--- config.mk ---
export PLATFORM = sky130hd
export DESIGN_NAME = ddr3_wr_sched
export DESIGN_NICKNAME = d
export VERILOG_FILES = /design/src/rtl/ddr3_sched_pkg.sv /design/src/rtl/ddr3_addr_gen.sv /design/src/rtl/ddr3_wr_sched.sv
export SDC_FILE = /design/constraint.sdc
export NUM_CORES = 1
export LEC_CHECK = 0
export BUFFER_PORTS_ARGS = -buffer_cell sky130_fd_sc_hd__buf_2
export CORE_AREA = 2 2 233 235
export DETAILED_ROUTE_END_ITERATION = 6
export DIE_AREA = 0 0 235 237
export GPL_TIMING_DRIVEN = 0
export HOLD_SLACK_MARGIN = 0.15
export MAX_ROUTING_LAYER = met4
export PLACE_DENSITY = 0.34
export RECOVER_POWER = 25
export SLEW_MARGIN = 10
export SYNTH_ARGS = -nofsm -noshare
export SYNTH_HDL_FRONTEND = slang
export SYNTH_SLANG_ARGS = --single-unit
--- constraint.sdc ---
create_clock -name clk -period 4.45 [get_ports clk]
set_input_delay 0.6675 -clock clk [delete_from_list [all_inputs] [get_ports clk]]
set_output_delay 0.6675 -clock clk [all_outputs]
set_load 0.02 [all_outputs]
--- src/rtl/ddr3_sched_pkg.sv ---
// Shared types and constants for the DDR3 write-side scheduler.
// Used by the scheduler top and its address generator.
package ddr3_sched_pkg;

  typedef enum logic [1:0] {
    ST_INIT,
    ST_IDLE,
    ST_XFER
  } state_t;

  localparam logic [2:0] APP_CMD_WR = 3'b000;
  localparam logic [2:0] APP_CMD_RD = 3'b001;

  localparam int DATA_W = 256;

endpackage

--- src/rtl/ddr3_addr_gen.sv ---
// Circular DDR3 address generator for one region of BL8 words.
// Emits a one-cycle wrap pulse on return to the base address.
module ddr3_addr_gen #(
  parameter int ADDR_W = 28,
  parameter logic [ADDR_W-1:0] BASE_ADDR = '0,
  parameter int REGION_WORDS = 65536,
  parameter int ADDR_INC = 8
) (
  input  logic              clk,
  input  logic              nrst,
  input  logic              clr,
  input  logic              step,
  output logic [ADDR_W-1:0] addr,
  output logic              wrap
);

  localparam int IDX_W = $clog2(REGION_WORDS);
  localparam logic [IDX_W-1:0] IDX_LAST = IDX_W'(REGION_WORDS - 1);

  logic [IDX_W-1:0]  idx_q;
  logic [ADDR_W-1:0] addr_q;
  logic              wrap_q;
  logic              last;

  assign last = (idx_q == IDX_LAST);
  assign addr = addr_q;
  assign wrap = wrap_q;

  // Word index and address advance together; last word returns to base.
  always_ff @(posedge clk or negedge nrst) begin
    if (!nrst) begin
      idx_q  <= '0;
      addr_q <= BASE_ADDR;
      wrap_q <= 1'b0;
    end else begin
      wrap_q <= 1'b0;
      if (clr) begin
        idx_q  <= '0;
        addr_q <= BASE_ADDR;
      end else if (step) begin
        if (last) begin
          idx_q  <= '0;
          addr_q <= BASE_ADDR;
          wrap_q <= 1'b1;
        end else begin
          idx_q  <= idx_q + IDX_W'(1);
          addr_q <= addr_q + ADDR_W'(ADDR_INC);
        end
      end
    end
  end

endmodule

--- src/rtl/ddr3_wr_sched.sv ---
// Drains the acquisition FIFO into DDR3, one BL8 write per word.
// Command and data channels handshake independently per word.
module ddr3_wr_sched
  import ddr3_sched_pkg::*;
#(
  parameter int ADDR_W = 28,
  parameter logic [ADDR_W-1:0] BASE_ADDR = '0,
  parameter int REGION_WORDS = 65536,
  parameter int ADDR_INC = 8
) (
  input  logic              clk,
  input  logic              nrst,
  input  logic              enable,
  input  logic              clr,
  input  logic              init_calib_complete,
  input  logic              fifo_rdy,
  input  logic              fifo_empty,
  input  logic [DATA_W-1:0] fifo_dout,
  output logic              fifo_rd_en,
  input  logic              app_rdy,
  input  logic              app_wdf_rdy,
  output logic              app_en,
  output logic [2:0]        app_cmd,
  output logic [ADDR_W-1:0] app_addr,
  output logic [DATA_W-1:0] app_wdf_data,
  output logic              app_wdf_wren,
  output logic              app_wdf_end,
  output logic              busy,
  output logic [31:0]       wr_count,
  output logic              wrap
);

  state_t state_q;
  state_t state_d;

  logic        cmd_acc_q;
  logic        dat_acc_q;
  logic [31:0] wr_count_q;

  logic cmd_hit;
  logic dat_hit;
  logic done;
  logic clr_hit;

  ddr3_addr_gen #(
    .ADDR_W       (ADDR_W),
    .BASE_ADDR    (BASE_ADDR),
    .REGION_WORDS (REGION_WORDS),
    .ADDR_INC     (ADDR_INC)
  ) u_addr (
    .clk  (clk),
    .nrst (nrst),
    .clr  (clr_hit),
    .step (done),
    .addr (app_addr),
    .wrap (wrap)
  );

  assign app_cmd      = APP_CMD_WR;
  assign app_wdf_data = fifo_dout;
  assign app_wdf_end  = app_wdf_wren;
  assign fifo_rd_en   = done;
  assign busy         = (state_q == ST_XFER);
  assign wr_count     = wr_count_q;

  // Next state and channel strobes; a word pops only once both sides took it.
  always_comb begin
    state_d      = state_q;
    app_en       = 1'b0;
    app_wdf_wren = 1'b0;
    cmd_hit      = 1'b0;
    dat_hit      = 1'b0;
    done         = 1'b0;
    clr_hit      = 1'b0;
    unique case (state_q)
      ST_INIT: begin
        if (init_calib_complete && fifo_rdy) state_d = ST_IDLE;
      end
      ST_IDLE: begin
        if (clr) clr_hit = 1'b1;
        else if (enable && !fifo_empty) state_d = ST_XFER;
      end
      ST_XFER: begin
        app_en       = !fifo_empty && !cmd_acc_q;
        app_wdf_wren = !fifo_empty && !dat_acc_q;
        cmd_hit      = app_en && app_rdy;
        dat_hit      = app_wdf_wren && app_wdf_rdy;
        done = (cmd_acc_q || cmd_hit) && (dat_acc_q || dat_hit);
        if (done) begin
          if (!enable) state_d = ST_IDLE;
        end else if (fifo_empty && !cmd_acc_q && !dat_acc_q) begin
          state_d = ST_IDLE;
        end
      end
      default: state_d = ST_INIT;
    endcase
  end

  // State register.
  always_ff @(posedge clk or negedge nrst) begin
    if (!nrst) state_q <= ST_INIT;
    else       state_q <= state_d;
  end

  // Per-channel accept flags held until the word completes.
  always_ff @(posedge clk or negedge nrst) begin
    if (!nrst) begin
      cmd_acc_q <= 1'b0;
      dat_acc_q <= 1'b0;
    end else if (done) begin
      cmd_acc_q <= 1'b0;
      dat_acc_q <= 1'b0;
    end else begin
      cmd_acc_q <= cmd_acc_q || cmd_hit;
      dat_acc_q <= dat_acc_q || dat_hit;
    end
  end

  // Committed word counter, free-running modulo 2^32.
  always_ff @(posedge clk or negedge nrst) begin
    if (!nrst)        wr_count_q <= '0;
    else if (clr_hit) wr_count_q <= '0;
    else if (done)    wr_count_q <= wr_count_q + 32'd1;
  end

endmodule

==> summary.md, run 1 <==
| Metric | Value |
|---|---|
| Slowest stage delay, CP | 1.27 ns |
| Leakage power | 4.54 nW |
| Fin. Hold Viols | 0 |
| Sw frac | 38.6% |
| Die Height | 237 um |
| Clock sinks | 78 |
| Final wirelength | 24.2 mm |
| Synth Instances | 721 |
| Instance count on the critical path | 2 |
| Slowest stage cell, crit path | clkbuf_2 |
| DRC Markers | 0 |
| Clock Tree Buf Depth | 2 |
| CP endpoint | u_addr.addr[7]$_DFFE_PN0P_ |
| Comb pwr share | 35.2% |
| Least-Margin Pin Slew | 1.52 ns |
| Via count of the routed design | 6070 |
| Synth cell count leaders | buf_4 (267), dfrtp_1 (78), nand4_1 (40) |
| Register-to-Register Path Depth | 7 |
| Synth area leaders | buf_4 (32%), dfrtp_1 (31%), nand4_1 (4.0%) |
| Nature of the critical path endpoint | asynchronous set/reset pin |
| Layout cells sized above 1 | 56.0% |
| Area added between synthesis and finish | 44.8% |
| Chip width | 235 um |
| Pint | 1.55 mW |
| Vias in the first global route | 5654 |
| Reg2Reg Launch Point | u_addr.idx_q[0]$_DFFE_PN0P_ |
| Worst rel slew slack | -1.56% |
| Failing checks | max-capacitance violations, max-slew violations |
| CTS Buf Count | 9 |
| Primary FF master, synth | dfrtp_1 |
| Cts hold-fix bufs | 0 |
| Pre-antenna DRT Iters | 4 |
| Power per cell area | 280 nW/um^2 |
| # port buffers | 327 |
| Final Max Tran Viols | 81 |
| Sw Pwr | 971 uW |
| First-pass GRT wire length | 35.1 mm |
| Netlist cell types | 54 |
| Required time worst endpoint | 4.65 ns |
| Synth Area in XOR/XNOR | 3.52% |
| Final net count | 1333 |
| Complex-gate fraction of the synthesized area | 9.77% |
| Initial antenna violation count | 0 |
| PostCTS Resize Cnt | 0 |
| Yosys warns | 0 |
| Vias per inst | 3.44 |
| Synth top area share | 32.2% |
| Main combinational cell family by area after synthesis | buffers and inverters |
| Final TNS setup | 0 ns |
| # fillers | 6016 |
| Length of routed met3 wiring | 1.44 mm |
| #FFs+latches synth | 78 |
| CTS root buffer | clkbuf_16 |
| GPL Wtd Cong | 0.718 |
| RSZ-0062 raised after global routing | false |
| Worst Setup Start Kind | input pin |
| Core area | 53300 um^2 |
| Endpoints failing setup | 0 |
| Area share of fa/ha/maj cells after synthesis | 0.603% |
| Sequential share of power | 33.2% |
| Buf/Inv on CP | 2 |
| Gr ovfl total | 0 |
| Wire length on met2 | 11.7 mm |
| Max-cap viol count | 2 |
| Most instantiated library cell after synthesis | buf_4 |
| N_diodes | 0 |
| Initial Util | 11.7% |
| CP Class | input pin to asynchronous set/reset pin |
| Clock power frac | 31.5% |
| Skew-Pair Late Insertion Delay | 0.36 ns |
| HP Class | flip-flop to flip-flop |
| CTS tree | built |
| Die Area | 55700 um^2 |
| Multiplexer area fraction after synthesis | 0.161% |
| Wire per inst | 13.7 um |
| Highest routed layer | met4 |
| I/O pins | 590 |
| Post-DP HPWL | 19.4 mm |
| Simple-Gate Fraction of Synth Area | 20.1% |
| Setup bufs post-CTS | 0 |
| Crit path from | nrst |
| Post-synth top area cell | buf_4 |
| Status | finished with violations |
| Post-synthesis sequential area ratio | 31.4% |
| Final Critical Period | 2.88 ns |
| Worst Skew | 0.00766 ns |
| F_max | 347 MHz |
| Final period util | 64.7% |
| CP Cell Sequence | clkbuf_1, clkbuf_2 |
| Crit path arrival time | 3.08 ns |
| Worst-path clk slew | 0.06 ns |
| Dpl ws | 1.74 ns |
| Violation count after the first detailed-routing iteration | 302 |
| CTS H-tree lvls | 3 |
| Pin count of the biggest net entering global routing | 54 |
| Top delay family on crit path | buffers and inverters |
| Overall Global Routing Usage | 8.50% |
| Detail Route Antenna Nets | 0 |
| Row count | 85 |
| Avg Inst Size Synth | 8.63 um^2 |
| Async SR Flop Fraction | 100% |
| Netlist area before placement | 6220 um^2 |
| Worst r2r dst | u_addr.addr[23]$_DFFE_PN0P_ |
| Worst Path Max Fanout | 53 |
| M1 wire length | 10.7 mm |
| Max VDD drop | 185 uV |
| R2R Setup Slk | 2.02 ns |
| Post-route setup slack | 1.57 ns |
| Number of synthesized flops with an enable pin | 0 |
cells by family after synthesis:
logic type / after synthesis
other cells: 1
simple gates: 215
xor+xnor: 25
mux: 1
flops: 78
compound gates: 103
buf+inv: 295
fa+ha+maj: 3
worst min-delay path by stage:
stage	from	depth (start not counted)	end	slack, ns
after floorplan	nrst	0	cmd_acc_q$_DFF_PN0_	0.37
after global placement	u_addr.addr[26]$_DFFE_PN0P_	1	u_addr.addr[26]$_DFFE_PN0P_	0.50
after detailed placement	u_addr.addr[26]$_DFFE_PN0P_	1	u_addr.addr[26]$_DFFE_PN0P_	0.50
after CTS	nrst	1	wr_count[24]$_DFFE_PN0P_	0.22
after global routing	u_addr.addr[26]$_DFFE_PN0P_	1	u_addr.addr[26]$_DFFE_PN0P_	0.53
final	u_addr.addr[26]$_DFFE_PN0P_	1	u_addr.addr[26]$_DFFE_PN0P_	0.51
per-layer routing:
metal  up-vias  global-route usage (%)
met1      2846                    10.8
met5         -                       -
li1       2921                       -
met3        10                    2.38
met4         0                    1.78
met2       293                    13.4
state kept, by name (all words and copies together) (netlist names):
name	count
u_addr.wrap	1
dat_acc_q	1
u_addr.addr	25
wr_count	32
cmd_acc_q	1
u_addr.idx_q	16
state_q	2
per-stage QoR:
| stage | utilization [%] | instance area, um^2 | total power, mW | std cells | hold WS [ns] |
|---|---|---|---|---|---|
| after floorplan | - | 6240 | 1.43 | 726 | 0.372 |
| after global placement | 16.4 | 8750 | 1.77 | 1749 | 0.499 |
| after detailed placement | 16.5 | 8780 | 1.77 | 1750 | 0.502 |
| after CTS | 17.0 | 9080 | 2.59 | 1766 | 0.216 |
| after global routing | 16.9 | 9000 | 2.67 | 1766 | 0.532 |
| final | 16.9 | 9000 | 2.52 | 1766 | 0.507 |
placed cells by master, fill, tap and decap left out, types with 2 or more instances in the layout:
| cell type | Yosys | routed |
|---|---|---|
| or3_1 | 10 | 10 |
| nor4_4 | 3 | 3 |
| clkbuf_16 | 0 | 9 |
| nor4_2 | 2 | 2 |
| nand3_2 | 2 | 2 |
| nand2b_1 | 2 | 2 |
| and2_1 | 7 | 7 |
| nor4_1 | 4 | 4 |
| nor3_1 | 8 | 8 |
| o211ai_1 | 10 | 10 |
| nand4_1 | 40 | 40 |
| ha_1 | 3 | 3 |
| conb_1 | 1 | 6 |
| a31oi_1 | 7 | 7 |
| a22o_1 | 2 | 2 |
| nand4_4 | 2 | 2 |
| xnor2_1 | 5 | 5 |
| or3_4 | 2 | 2 |
| clkinvlp_4 | 0 | 2 |
| clkinv_4 | 1 | 2 |
| dfrtp_1 | 78 | 78 |
| inv_1 | 7 | 7 |
| xor2_1 | 20 | 20 |
| nand2_1 | 37 | 37 |
| nor2_1 | 35 | 35 |
| and4_1 | 4 | 4 |
| o21ai_0 | 37 | 37 |
| buf_6 | 2 | 2 |
| o21ai_1 | 7 | 7 |
| o31ai_1 | 7 | 7 |
| nand3_1 | 35 | 35 |
| clkbuf_1 | 9 | 49 |
| a21oi_1 | 23 | 23 |
| buf_2 | 8 | 296 |
| buf_4 | 267 | 267 |
| and3_1 | 14 | 14 |
worst reg2reg max path: stages (launching register included):
cell and delay, ns:
dfrtp_1 0.40, ha_1 0.33, nand4_1 0.20, nor4_4 0.54
buf_2 0.37, nand2_1 0.16, o311ai_0 0.16, o41ai_1 0.13
power by group through the flow:
stage | sequential [mW] | clock (mW) | combinational, mW
floorplan | 0.850 | 0 | 0.576
global placement | 0.853 | 0 | 0.916
detailed placement | 0.852 | 0 | 0.917
CTS | 0.840 | 0.833 | 0.918
global route | 0.849 | 0.864 | 0.959
finish | 0.837 | 0.794 | 0.887
cell type report:
class                           instances  area [um^2]  share of cell area (%)
Multi-Input combinational cell        353         2150                    23.9
Clock buffer                           11          243                    2.70
Buffer                                287         2100                    23.4
Tap cell                              696          871                    9.67
Sequential cell                        78         1950                    21.7
Timing Repair Buffer                  328         1590                    17.7
Clock inverter                          5         58.8                   0.653
Inverter                                8         35.0                   0.389
Power figures use the tool's default switching activity.
==> inputs of run 2 (changes only) <==
--- a/config.mk
+++ b/config.mk
@@ -5,14 +5,15 @@
 export SDC_FILE = /design/constraint.sdc
 export NUM_CORES = 1
 export LEC_CHECK = 0
+export ABC_AREA = 1
 export BUFFER_PORTS_ARGS = -buffer_cell sky130_fd_sc_hd__buf_2
-export CORE_AREA = 2 2 233 235
+export CORE_AREA = 2 2 227 229
 export DETAILED_ROUTE_END_ITERATION = 6
-export DIE_AREA = 0 0 235 237
+export DIE_AREA = 0 0 229 231
 export GPL_TIMING_DRIVEN = 0
 export HOLD_SLACK_MARGIN = 0.15
 export MAX_ROUTING_LAYER = met4
-export PLACE_DENSITY = 0.34
+export PLACE_DENSITY = 0.36
 export RECOVER_POWER = 25
 export SLEW_MARGIN = 10
 export SYNTH_ARGS = -nofsm -noshare
==> constraint.sdc (replaced) <==
create_clock -name clk -period 3 [get_ports clk]
set_input_delay 0.45 -clock clk [delete_from_list [all_inputs] [get_ports clk]]
set_output_delay 0.45 -clock clk [all_outputs]
set_load 0.02 [all_outputs]
==> run 2 against run 1 <==
Compared with the run above:
- final cell count up 16%
- clock power up 35%
- die area down 5.0%
- largest power group unchanged
- first-iteration DRC count down 23%
- clock-buffer cell count up 1
- sequential power up 35%
- via count up 19%
- worst hold slack worse by 0.12 ns
- register-to-register slack worse by 0.98 ns
- the run still ends with max-capacitance violations, max-slew violations left
==> summary.md, run 2 <==
| Metric | Value |
|---|---|
| Fin. Hold Viols | 0 (unchanged) |
| Async SR Flop Fraction | 100% (unchanged) |
| # fillers | 5870 (-2.4%) |
| Dpl ws | 0.663 ns (-1.08 ns) |
| CTS Buf Count | 9 (unchanged) |
| Most instantiated library cell after synthesis | nand2_1 |
| N_diodes | 0 (unchanged) |
| Synth top area share | 28.6% (-3.6 points) |
| Vias in the first global route | 6723 (+19%) |
| Post-placement cell count | 2028 (+16%) |
| Avg Inst Size Synth | 6.82 um^2 (-21%) |
| PostCTS Resize Cnt | 0 (unchanged) |
| Register-to-Register Path Depth | 8 (+1) |
| Slowest stage delay, CP | 0.43 ns (-0.84 ns) |
| Pre-antenna DRT Iters | 5 (+1) |
| Buf/Inv on CP | 3 (+1) |
| Cts hold-fix bufs | 1 (+1) |
| Length of routed met3 wiring | 1.67 mm (+16%) |
| CP Class | flip-flop to primary output |
| Max VDD drop | 254 uV (+37%) |
| Power per cell area | 365 nW/um^2 (+31%) |
| Synth cell count leaders | nand2_1 (280), buf_4 (264), nor2_1 (127) |
| M1 wire length | 10.8 mm (+0.87%) |
| Final period util | 80.5% |
| RSZ-0062 raised after global routing | false |
| Final Critical Period | 2.42 ns |
| Post-DP HPWL | 23.7 mm (+22%) |
| Final wirelength | 28.4 mm (+17%) |
| Hold Slack | 0.387 ns (-0.121 ns) |
| Synth Instances | 1015 (+41%) |
| Final net count | 1628 (+22%) |
| Vias per inst | 3.52 (+2.5%) |
| Pin count of the biggest net entering global routing | 50 (-7.4%) |
| Final Max Tran Viols | 30 (-63%) |
| Row count | 83 (-2.4%) |
| Overall Global Routing Usage | 10.4% (+1.9 points) |
| Clock Tree Buf Depth | 2 (unchanged) |
| # port buffers | 327 (unchanged) |
| Area added between synthesis and finish | 39.0% |
| Core area | 50700 um^2 (-4.9%) |
| I/O pins | 590 (unchanged) |
| GPL Wtd Cong | 0.794 (+11%) |
| Netlist cell types | 36 (-33%) |
| Initial antenna violation count | 0 (unchanged) |
| Worst r2r dst | wr_count[16]$_DFFE_PN0P_ |
| Hold path endpoint | state_q[1]$_DFFE_PN0P_ |
| Chip width | 229 um (-2.6%) |
| Number of synthesized flops with an enable pin | 0 (unchanged) |
| Most frequent cells in the layout | nand2_1 (280), buf_4 (264), buf_2 (245), nor2_1 (127), clkbuf_1 (95) |
| CP dominant cell by count | buf_2 |
| Worst rel slew slack | -25.6% (-24 points) |
| Netlist area before placement | 6920 um^2 (+11%) |
| Layout Cells excl Fill | 2044 (+16%) |
| Seq. cell area | 1950 um^2 (unchanged) |
| Top delay family on crit path | buffers and inverters |
| Highest routed layer | met4 |
| Initial Util | 13.7% (+2.0 points) |
| Nature of the critical path endpoint | primary output |
| Wire length on met2 | 15.6 mm (+33%) |
| HP Class | input pin to flip-flop |
| Synth area leaders | buf_4 (29%), dfrtp_1 (28%), nand2_1 (15%) |
| Clock sinks | 78 (unchanged) |
| Worst Path Max Fanout | 10 (-81%) |
| Post-synthesis sequential area ratio | 28.2% (-3.2 points) |
| Commonest non-fill, non-tap cell in the layout | nand2_1 |
| Leakage power | 4.90 nW (+8.0%) |
| CTS H-tree lvls | 3 (unchanged) |
| Die Height | 231 um (-2.5%) |
| Via count of the routed design | 7200 (+19%) |
| Max-cap viol count | 1 (-1) |
| Layout cells sized above 1 | 40.0% (-16 points) |
| Worst Skew | 0.0135 ns (+0.00588 ns) |
| Yosys warns | 0 (unchanged) |
| Endpoints failing setup | 0 (unchanged) |
| Setup bufs post-CTS | 0 (unchanged) |
| Required time worst endpoint | 2.55 ns (-2.10 ns) |
| Wire per inst | 13.9 um (+1.4%) |
| First-pass GRT wire length | 40.8 mm (+16%) |
| Worst-path clk slew | 0.06 ns (about the same) |
| Skew-Pair Late Insertion Delay | 0.35 ns (about the same) |
| Failing checks | max-capacitance violations, max-slew violations |
| Die Area | 52900 um^2 (-5.0%) |
| Least-Margin Pin Slew | 1.88 ns (+0.361 ns) |
| Worst Setup Start Kind | flip-flop |
| R2R Setup Slk | 1.04 ns (-0.98 ns) |
| CTS tree | built |
| Beginning of the worst hold path | enable |
| Multi-input gate area | 2660 um^2 (+24%) |
| Violation count after the first detailed-routing iteration | 232 (-23%) |
| Hold Path Depth | 3 (+2) |
| Post-synth top area cell | buf_4 |
| Reg2Reg Launch Point | wr_count[0]$_DFFE_PN0P_ |
| CP Cell Sequence | nor2_4, nand3_2, inv_2, buf_2, buf_2 |
| Final TNS setup | 0 ns (unchanged) |
| Primary FF master, synth | dfrtp_1 |
| Post-route setup slack | 0.585 ns (-0.985 ns) |
| Gr ovfl total | 0 (unchanged) |
| CTS root buffer | clkbuf_16 |
| Detail Route Antenna Nets | 0 (unchanged) |
| #FFs+latches synth | 78 (unchanged) |
| Slowest stage cell, crit path | dfrtp_1 |
| Crit path arrival time | 1.97 ns (-1.11 ns) |
| Status | finished with violations |
| F_max | 414 MHz |
| Max reg flops | 32 (unchanged) |
| DRC Markers | 0 (unchanged) |
run 2: worst max-delay path by stage:
stage	from	to	slack, ns	depth (start not counted)
final	state_q[0]$_DFFE_PN0P_	fifo_rd_en	0.58	5
after CTS	state_q[0]$_DFFE_PN0P_	fifo_rd_en	0.45	5
after floorplan	state_q[0]$_DFFE_PN0P_	app_wdf_wren	1.04	4
after global routing	nrst	wr_count[26]$_DFFE_PN0P_	0.32	2
after detailed placement	fifo_empty	fifo_rd_en	0.66	8
after global placement	nrst	wr_count[23]$_DFFE_PN0P_	0.60	1
run 2: routing by layer:
layer | vias up | track usage [%]
met4 | 0 | 2.09
li1 | 3606 | -
met5 | - | -
met2 | 301 | 19.7
met1 | 3281 | 11.3
met3 | 12 | 1.78
run 2: layout make-up:
class                      instances  area share, %
multi-input combinational        597           27.7
buffer                           279           21.6
sequential                        78           20.3
timing repair buffer             329           16.2
tap                              680           8.84
inverter                          66           2.58
clock buffer                      12           2.56
clock inverter                     3          0.221
run 2: report_power, final:
| part | switching, mW | internal, mW |
|---|---|---|
| logic | 0.833 | 0.474 |
| clock network | 0.493 | 0.581 |
| registers | 0.0433 | 1.09 |
| total | 1.37 | 2.14 |
run 2: per-stage QoR:
step,power [mW],utilization [%],cell area (um^2)
final,3.51,19.0,9620
after global routing,3.71,19.0,9620
after CTS,3.60,19.2,9730
after detailed placement,2.50,18.7,9460
after global placement,2.49,18.6,9430
after floorplan,2.04,-,6940
run 2: worst register-to-register path: cells and delay by family, from the launching register on:
family / cells / cell delay [ns]
flip-flops: 1 / 0.44
adder cells (fa/ha/maj): 1 / 0.23
AND/OR/NAND/NOR: 6 / 1.03
AO/OA/AOI/OAI: 1 / 0.13
run 2: kinds of logic (layout without fill, tap and decap cells):
| logic type | count (synthesis) | in the layout | share of synthesized area (%) |
|---|---|---|---|
| and+or+nand+nor | 526 | 526 | 32.1 |
| DFF | 78 | 78 | 28.2 |
| xor gates and xnor gates | 12 | 12 | 1.52 |
| buffers and inverters | 345 | 689 | 33.6 |
| other | 1 | 6 | 0.0542 |
| AOI/OAI and AO/OA | 49 | 49 | 3.83 |
| muxes | 1 | 1 | 0.145 |
| adders and majority gates | 3 | 3 | 0.542 |
==> inputs of run 3 (changes only) <==
--- a/config.mk
+++ b/config.mk
@@ -7,9 +7,9 @@
 export LEC_CHECK = 0
 export ABC_AREA = 1
 export BUFFER_PORTS_ARGS = -buffer_cell sky130_fd_sc_hd__buf_2
-export CORE_AREA = 2 2 227 229
+export CORE_AREA = 2 2 233 235
 export DETAILED_ROUTE_END_ITERATION = 6
-export DIE_AREA = 0 0 229 231
+export DIE_AREA = 0 0 235 237
 export GPL_TIMING_DRIVEN = 0
 export HOLD_SLACK_MARGIN = 0.15
 export MAX_ROUTING_LAYER = met4
==> constraint.sdc (replaced) <==
create_clock -name clk -period 2.03 [get_ports clk]
set_input_delay 0.3045 -clock clk [delete_from_list [all_inputs] [get_ports clk]]
set_output_delay 0.3045 -clock clk [all_outputs]
set_load 0.02 [all_outputs]
==> run 3 against run 2 <==
Compared with the run above:
- the flow now finishes without violations
- clock power rose by 64%
- register-to-register slack got worse by 0.83 ns
- clock-buffer cell count fell by 3
- worst hold slack got worse by 0.15 ns
- sequential power rose by 48%
- non-clock buffer count rose by 3
- cell area rose by 1.3%
- die area rose by 5.3%
- largest cell class unchanged
==> summary.md, run 3 (synthesis results as in run 2) <==
| Metric | Value |
|---|---|
| Initial Util | 13.0% (-0.67 points) |
| Final Critical Period | 1.89 ns |
| Crit path arrival time | 1.58 ns (-0.39 ns) |
| DRC Markers | 0 (unchanged) |
| Gr ovfl total | 0 (unchanged) |
| CP Class | flip-flop to primary output |
| Dpl ws | 0.00185 ns (-0.661 ns) |
| Post-placement cell count | 2044 (+0.79%) |
| Die Height | 237 um (+2.6%) |
| F_max | 529 MHz |
| Skew-Pair Late Insertion Delay | 0.36 ns (about the same) |
| Overall Global Routing Usage | 10.6% (+0.25 points) |
| Worst Setup Start Kind | flip-flop |
| Final wirelength | 30.7 mm (+8.0%) |
| CTS tree | built |
| Layout cells sized above 1 | 40.5% (+0.47 points) |
| Least-Margin Pin Slew | 0.859 ns (-1.03 ns) |
| RSZ-0062 raised after global routing | false |
| Worst Path Max Fanout | 4 (-6) |
| Multi-input gate area | 2680 um^2 (+0.75%) |
| Final Util | 18.3% (-0.70 points) |
| CTS root buffer | clkbuf_16 |
| Length of routed met3 wiring | 1.71 mm (+2.4%) |
| CTS H-tree lvls | 3 (unchanged) |
| M1 wire length | 11.5 mm (+6.2%) |
| Final period util | 93.0% |
| Fin. Hold Viols | 0 (unchanged) |
| Vias in the first global route | 6875 (+2.3%) |
| Clock sinks | 78 (unchanged) |
| First-pass GRT wire length | 43.3 mm (+6.2%) |
| Vias per inst | 3.50 (-0.67%) |
| Wire per inst | 14.8 um (+6.8%) |
| CTS Buf Count | 9 (unchanged) |
| Max reg flops | 32 (unchanged) |
| Seq. cell area | 1950 um^2 (unchanged) |
| Row count | 85 (+2.4%) |
| Endpoints failing setup | 0 (unchanged) |
| Clock Tree Buf Depth | 2 (unchanged) |
| Max VDD drop | 371 uV (+46%) |
| Chip width | 235 um (+2.6%) |
| Status | completed |
| Core area | 53300 um^2 (+5.1%) |
| Nature of the critical path endpoint | primary output |
| Commonest non-fill, non-tap cell in the layout | nand2_1 |
| Pre-antenna DRT Iters | 4 (-1) |
| Highest routed layer | met4 |
| Post-route setup slack | 0.141 ns (-0.443 ns) |
| Required time worst endpoint | 1.73 ns (-0.82 ns) |
| Max-cap viol count | 0 (-1) |
| Final net count | 1631 (+0.18%) |
| Initial antenna violation count | 4 (+4) |
| Post-DP HPWL | 25.9 mm (+9.3%) |
| Leakage power | 4.93 nW (+0.58%) |
| Final Max Tran Viols | 0 (-100%) |
| Area added between synthesis and finish | 40.8% |
| Via count of the routed design | 7232 (+0.44%) |
| Worst Skew | 0.0160 ns (+0.00248 ns) |
| Pin count of the biggest net entering global routing | 51 (+2.0%) |
| Most frequent cells in the layout | nand2_1 (280), buf_4 (267), buf_2 (243), nor2_1 (126), clkbuf_1 (93) |
| # fillers | 6096 (+3.9%) |
| Wire length on met2 | 16.6 mm (+5.9%) |
| Power per cell area | 554 nW/um^2 (+52%) |
| # port buffers | 327 (unchanged) |
| Worst-path clk slew | 0.07 ns (about the same) |
| Detail Route Antenna Nets | 0 (unchanged) |
| I/O pins | 590 (unchanged) |
| Hold Slack | 0.237 ns (-0.150 ns) |
| Die Area | 55700 um^2 (+5.3%) |
| Worst rel slew slack | 42.8% (+68 points) |
| Violation count after the first detailed-routing iteration | 345 (+49%) |
| HP Class | input pin to flip-flop |
| GPL Wtd Cong | 0.814 (+2.5%) |
| Layout Cells excl Fill | 2067 (+1.1%) |
run 3: changes by cell type in the layout (fill, tap and decap cells not counted), sizes merged:
| cell | delta |
|---|---|
| diode | +3 |
| inv | +3 |
| buf | +2 |
| clkbuf | -2 |
| clkinv | -2 |
| clkinvlp | +2 |
| bufinv | +1 |
run 3: critical path: stages (launching register included):
cell and delay (ns):
dfrtp_1 0.44, nor2_4 0.20, inv_1 0.08, nor3_1 0.22, buf_4 0.15, buf_2 0.15
run 3: power by group:
part           switching, mW  total (mW)  internal (mW)
logic                   1.25        1.97          0.712
clock network          0.786        1.76          0.972
registers             0.0669        1.67           1.61
run 3: area by class of cell:
type                    count  area share [%]
clock inverters             7           0.835
multi-input cells         597            27.5
clock buffers               9            2.31
well taps                 696            8.94
diodes                      3          0.0771
flip-flops and latches     78            20.0
repair buffers            332            16.3
inverters                  66            2.62
plain buffers             279            21.4
run 3: final timing paths:
kind                            slack (ns)  depth (start not counted)                           end                         start
worst max-delay path                  0.14                          5                  app_wdf_wren        state_q[0]$_DFFE_PN0P_
worst min-delay path                  0.24                          3        state_q[1]$_DFFE_PN0P_                        enable
worst max register to register        0.21                         10   u_addr.addr[27]$_DFFE_PN0P_    u_addr.addr[3]$_DFFE_PN0P_
worst min register to register        0.51                          1  u_addr.idx_q[12]$_DFFE_PN0P_  u_addr.idx_q[12]$_DFFE_PN0P_
max in group asynchronous             0.69                          3        state_q[0]$_DFFE_PN0P_                          nrst
min in group asynchronous             0.58                          2   u_addr.addr[16]$_DFFE_PN0P_                          nrst
run 3: routing by layer:
layer / global-route usage, % / vias up
met3: 1.80 / 33
met5: - / -
met4: 3.74 / 0
met2: 19.6 / 302
li1: - / 3620
met1: 11.4 / 3277
run 3: timing repair:
item / in CTS / in global routing
setup buffers: 2 / 1
hold buffers: 1 / 0
setup endpoints to repair: 1 / 4
pin swaps: 1 / 2
hold endpoints to repair: 28 / 0
resized for setup: 5 / 4
run 3: metrics by stage:
| step | TNS [ns] | power (mW) | instance area (um^2) |
|---|---|---|---|
| 2_1_floorplan | 0 | 3.01 | 6940 |
| 3_3_place_gp | -16.82 | 3.70 | 9450 |
| 3_5_place_dp | 0 | 3.71 | 9480 |
| 4_1_cts | 0 | 5.54 | 9830 |
| 5_1_grt | 0 | 5.70 | 9740 |
| 6_report | 0 | 5.40 | 9740 |
